`src/rtl/downcounter.sv`:
```
// Synchronous N-bit down counter with parallel load, zero decode and registered borrow pulse.
// Optional macro DOWNCOUNTER_AUTORELOAD_EN adds a reload register used as the underflow value.
module downcounter #(
  parameter int N = 4
) (
  input  logic         clk,
  input  logic         rst_n,
  input  logic         en,
  input  logic         load,
  input  logic [N-1:0] d,
  output logic [N-1:0] q,
  output logic         zero,
  output logic         borrow
);

  logic [N-1:0] wrap_val;

`ifdef DOWNCOUNTER_AUTORELOAD_EN
  logic [N-1:0] reload;

  always_ff @(posedge clk) begin
    if (!rst_n) begin
      reload <= '0;
    end else if (load) begin
      reload <= d;
    end
  end

  assign wrap_val = reload;
`else
  assign wrap_val = '1;
`endif

  // Priority: reset, load, enable, hold; borrow is high only after an underflowing edge.
  always_ff @(posedge clk) begin
    if (!rst_n) begin
      q      <= '0;
      borrow <= 1'b0;
    end else if (load) begin
      q      <= d;
      borrow <= 1'b0;
    end else if (en) begin
      if (q == '0) begin
        q      <= wrap_val;
        borrow <= 1'b1;
      end else begin
        q      <= q - 1'b1;
        borrow <= 1'b0;
      end
    end else begin
      borrow <= 1'b0;
    end
  end

  assign zero = (q == '0);

endmodule

```
`config.mk`:
```
export PLATFORM = sky130hd
export DESIGN_NAME = downcounter
export DESIGN_NICKNAME = d
export VERILOG_FILES = /design/src/rtl/downcounter.sv
export SDC_FILE = /design/constraint.sdc
export NUM_CORES = 1
export LEC_CHECK = 0
export ABC_AREA = 1
export CAP_MARGIN = 0
export CORE_AREA = 2 2 39 41
export DETAILED_ROUTE_END_ITERATION = 12
export DIE_AREA = 0 0 41 43
export PLACE_DENSITY = 0.52
export RECOVER_POWER = 100
export SLEW_MARGIN = 0
export SYNTH_ARGS = -nofsm -noshare
export SYNTH_HDL_FRONTEND = slang
export SYNTH_SLANG_ARGS = --single-unit
```
`constraint.sdc`:
```
create_clock -name clk -period 2.9 [get_ports clk]
set_input_delay 0.58 -clock clk [delete_from_list [all_inputs] [get_ports clk]]
set_output_delay 0.58 -clock clk [all_outputs]
set_load 0.05 [all_outputs]
```
# After elaboration in Yosys (flattened, before gate mapping)
# Index checks and enable logic that the tools add are counted.
# totals
register_bits,5
in_bits,8
output_inout_bits,6
elab_cells,12
# op_classes
n_addsub,1
muxes,4
bitwise_logic,2
n_reduce_logical,3
# ops
cell,count
$mux 4,3
$logic_not 4->1,1
$sub 4x1->4 const B,1
$reduce_or 3->1,1
$not 1->1,2
$reduce_bool 2->1,1
$mux 1,1

# Logic depth before layout (Yosys ltp)
# logic_depth
depth_word,4
mapped_depth,7
ltp_nobuf,7

# Least setup slack after synthesis
# No wires, ideal clock.
# synth_timing
path_kind,register to output
from,reg q[0]
to,out zero
arrival_ps,1570
slack_ps,750
path_stages_with_launch,5
n_path_buf,0
path_cell_list,dfxtp_1 -> inv_1 -> ha_1 -> nand2_1 -> nor2_1
# synth_between
elab_chain_len,1
# synth_lines
element,line,text
start: declaration,11,"output logic [N-1:0] q,"
start signal: assignment,44,q <= wrap_val;
start signal: assignment,47,q <= q - 1'b1;
$logic_not 4->1,55,assign zero = (q == '0);
end: declaration,12,"output logic zero,"
# Every way passes these cells.

# Worst setup path in the final report
# Ends and elaborated chain as after synthesis.

==> metrics.cfg <==
[critical_path]
slowest_delay_ns=0.88
cp_max_fo=4
critPathLaunchType=register
crit_type=reg -> out
critPathTopFamily=buffers and inverters
crit_path_end_kind=output pin
slowest_stage=dlygate4sd3_1
worst-path-buf-inv=2
critical_path_required_ns=2.32
arrival_ns=1.90
crit_chain=inv_1 > ha_1 > nand2_1 > nor2_1 > dlygate4sd3_1

[synth]
yosysSeqAreaShare_pct=32.39
synth-seq-cells=5
yosysWarnings=0
yosys.area.top_type=dfxtp_1
syn-cell-area_um2=309.0
syn_area_per_cell_um2=6.438
ys_types=16
syn_nets=57
syn-instance-count=48
synth.area.top_cells=dfxtp_1 (32%), nand2_1 (23%), inv_1 (8.5%), nand3_1 (4.9%), ha_1 (4.0%)
synth_top_cell_area_share_pct=32.39

[grt]
grt_max_degree=9
grt_pass1_wl_um=1076
antenna_found_initial=0
track_usage_pct=9.930
grt_pass1_vias=272
grt_remaining_overflow=0

[detailed_routing]
antenna_left=0
wl_um=659
wl_per_cell_um=8.238
num_vias=322
drtIter0Drc=1
via_per_inst=4.025
drc=0
dr.pass1.iters=2

[pwr]
p_leak_nw=0.2395
p_total_mw=0.2335
powerDensity_mw_per_mm2=500.2
peakVddDrop_mv=0.1428

[clock_tree]
htree_levels=1
cts_tree=built
clk_pin_slew_worst_paths_ns=0.04
cts_sinks=5
postCtsSetupBuffers=0
cts-hold-fix-buffers=0
numCtsBuffers=3
cts-resized-gates=0
clock_latency_ns=0.25
root_buffer=clkbuf_4
cts_max_path_buffers=2

[layout]
final_cell_mix=nand2_1 (19), inv_1 (7), dlygate4sd3_1 (7)
drive_gt1_share_pct=9.375
final_common_cell=nand2_1
areaGrowthSynthToFinish_pct=51.01
finalNonFillerCells=80
nets=74
diodes=0

[placed_design]
dp_cells=76
gp_congestion=0.6752
place.port_buffers=13
hpwl_um=547.9
place_ws_ns=0.7267

[run]
maxCapViolCount=0

[timing]
finalSetupTns_ns=0
fin_ws_ns=0.4158
final_hold_viol_count=0
fmax_mhz=402.5
setup_viol=0
fin_crit_sh_pct=85.66
slew_headroom_pct=66.32
clock_skew_ns=0.005116
fin_crit_ns=2.484
rsz0062_at_grt=no
worst_slew_pin_slew_ns=0.5035
finalMaxSlewViolations=0

[run_status]
outcome=complete, no violations

[min_path]
hp-class=reg -> reg

[floorplanning]
initial_core_util_pct=22.33
io_pins=14
chipHeight_um=43
row_count=14
die_width_um=41
dieArea_mm2=0.001763
core_area_mm2=0.001384

stage by stage:
stage / area, um2 / util (%) / hold slack, ns
floorplan: 309.0 / - / 0.6776
global route: 466.7 / 33.73 / 0.6335
finish: 466.7 / 33.73 / 0.5708
global placement: 447.9 / 32.37 / 0.5548
detailed placement: 447.9 / 32.37 / 0.5672
CTS: 474.2 / 34.27 / 0.5765
worst register-to-register path, stage by stage (launching register included):
cell	delay [ns]
dfxtp_1	0.34
inv_1	0.08
ha_1	0.29
nor3_1	0.15
o21ai_0	0.11
inv_1	0.06
Yosys cell counts:
| cell type | count |
|---|---|
| nand2_1 | 19 |
| inv_1 | 7 |
| dfxtp_1 | 5 |
| nand3_1 | 3 |
| a21oi_1 | 2 |
| nor2_1 | 2 |
| a21boi_0 | 1 |
| and2_1 | 1 |
| buf_6 | 1 |
| ha_1 | 1 |
| inv_2 | 1 |
| nor2_2 | 1 |
| nor2_4 | 1 |
| nor3_1 | 1 |
| nor3_2 | 1 |
| o21ai_0 | 1 |
final timing paths:
check	start	endpoint	slack, ns	depth (start not counted)
worst max-delay path	q[0]$_SDFFE_PN0P_	zero	0.42	5
worst min-delay path	q[0]$_SDFFE_PN0P_	q[0]$_SDFFE_PN0P_	0.57	4
worst max register to register	q[0]$_SDFFE_PN0P_	q[1]$_SDFFE_PN0P_	1.81	5
worst min register to register	q[0]$_SDFFE_PN0P_	q[0]$_SDFFE_PN0P_	0.57	4
registers in the layout, indices dropped and copies added (netlist names):
name / flops
q: 4
borrow: 1
metal layers:
layer,vias to the layer above,GRT usage [%],share of wire [%]
li1,179,-,-
met1,130,9.615,43
met2,9,14.06,47
met3,4,6.283,5.8
met4,0,8.000,3.5
met5,-,0,0
final cells by class:
cell class / instances / area [um2]
clock buffers: 4 / 26.28
fillers: 153 / 917.1
inverters: 8 / 30.03
multi-input cells: 34 / 160.2
flip-flops and latches: 5 / 100.1
well taps: 16 / 20.02
repair buffers: 13 / 130.1
cells by family (layout without fill, tap and decap cells):
logic type / Yosys count / after routing / share of synthesized area, %
simple gates: 29 / 29 / 42.92
buf+inv: 9 / 25 / 13.36
flops: 5 / 5 / 32.39
compound gates: 4 / 4 / 7.287
fa+ha+maj: 1 / 1 / 4.048
report_power, final:
group / internal [mW] / total, mW / switching (mW)
logic: 0.0273 / 0.0732 / 0.0458
registers: 0.0740 / 0.0785 / 0.00445
clock network: 0.0521 / 0.0818 / 0.0297
No activity file was read; power rests on OpenSTA's default activity.
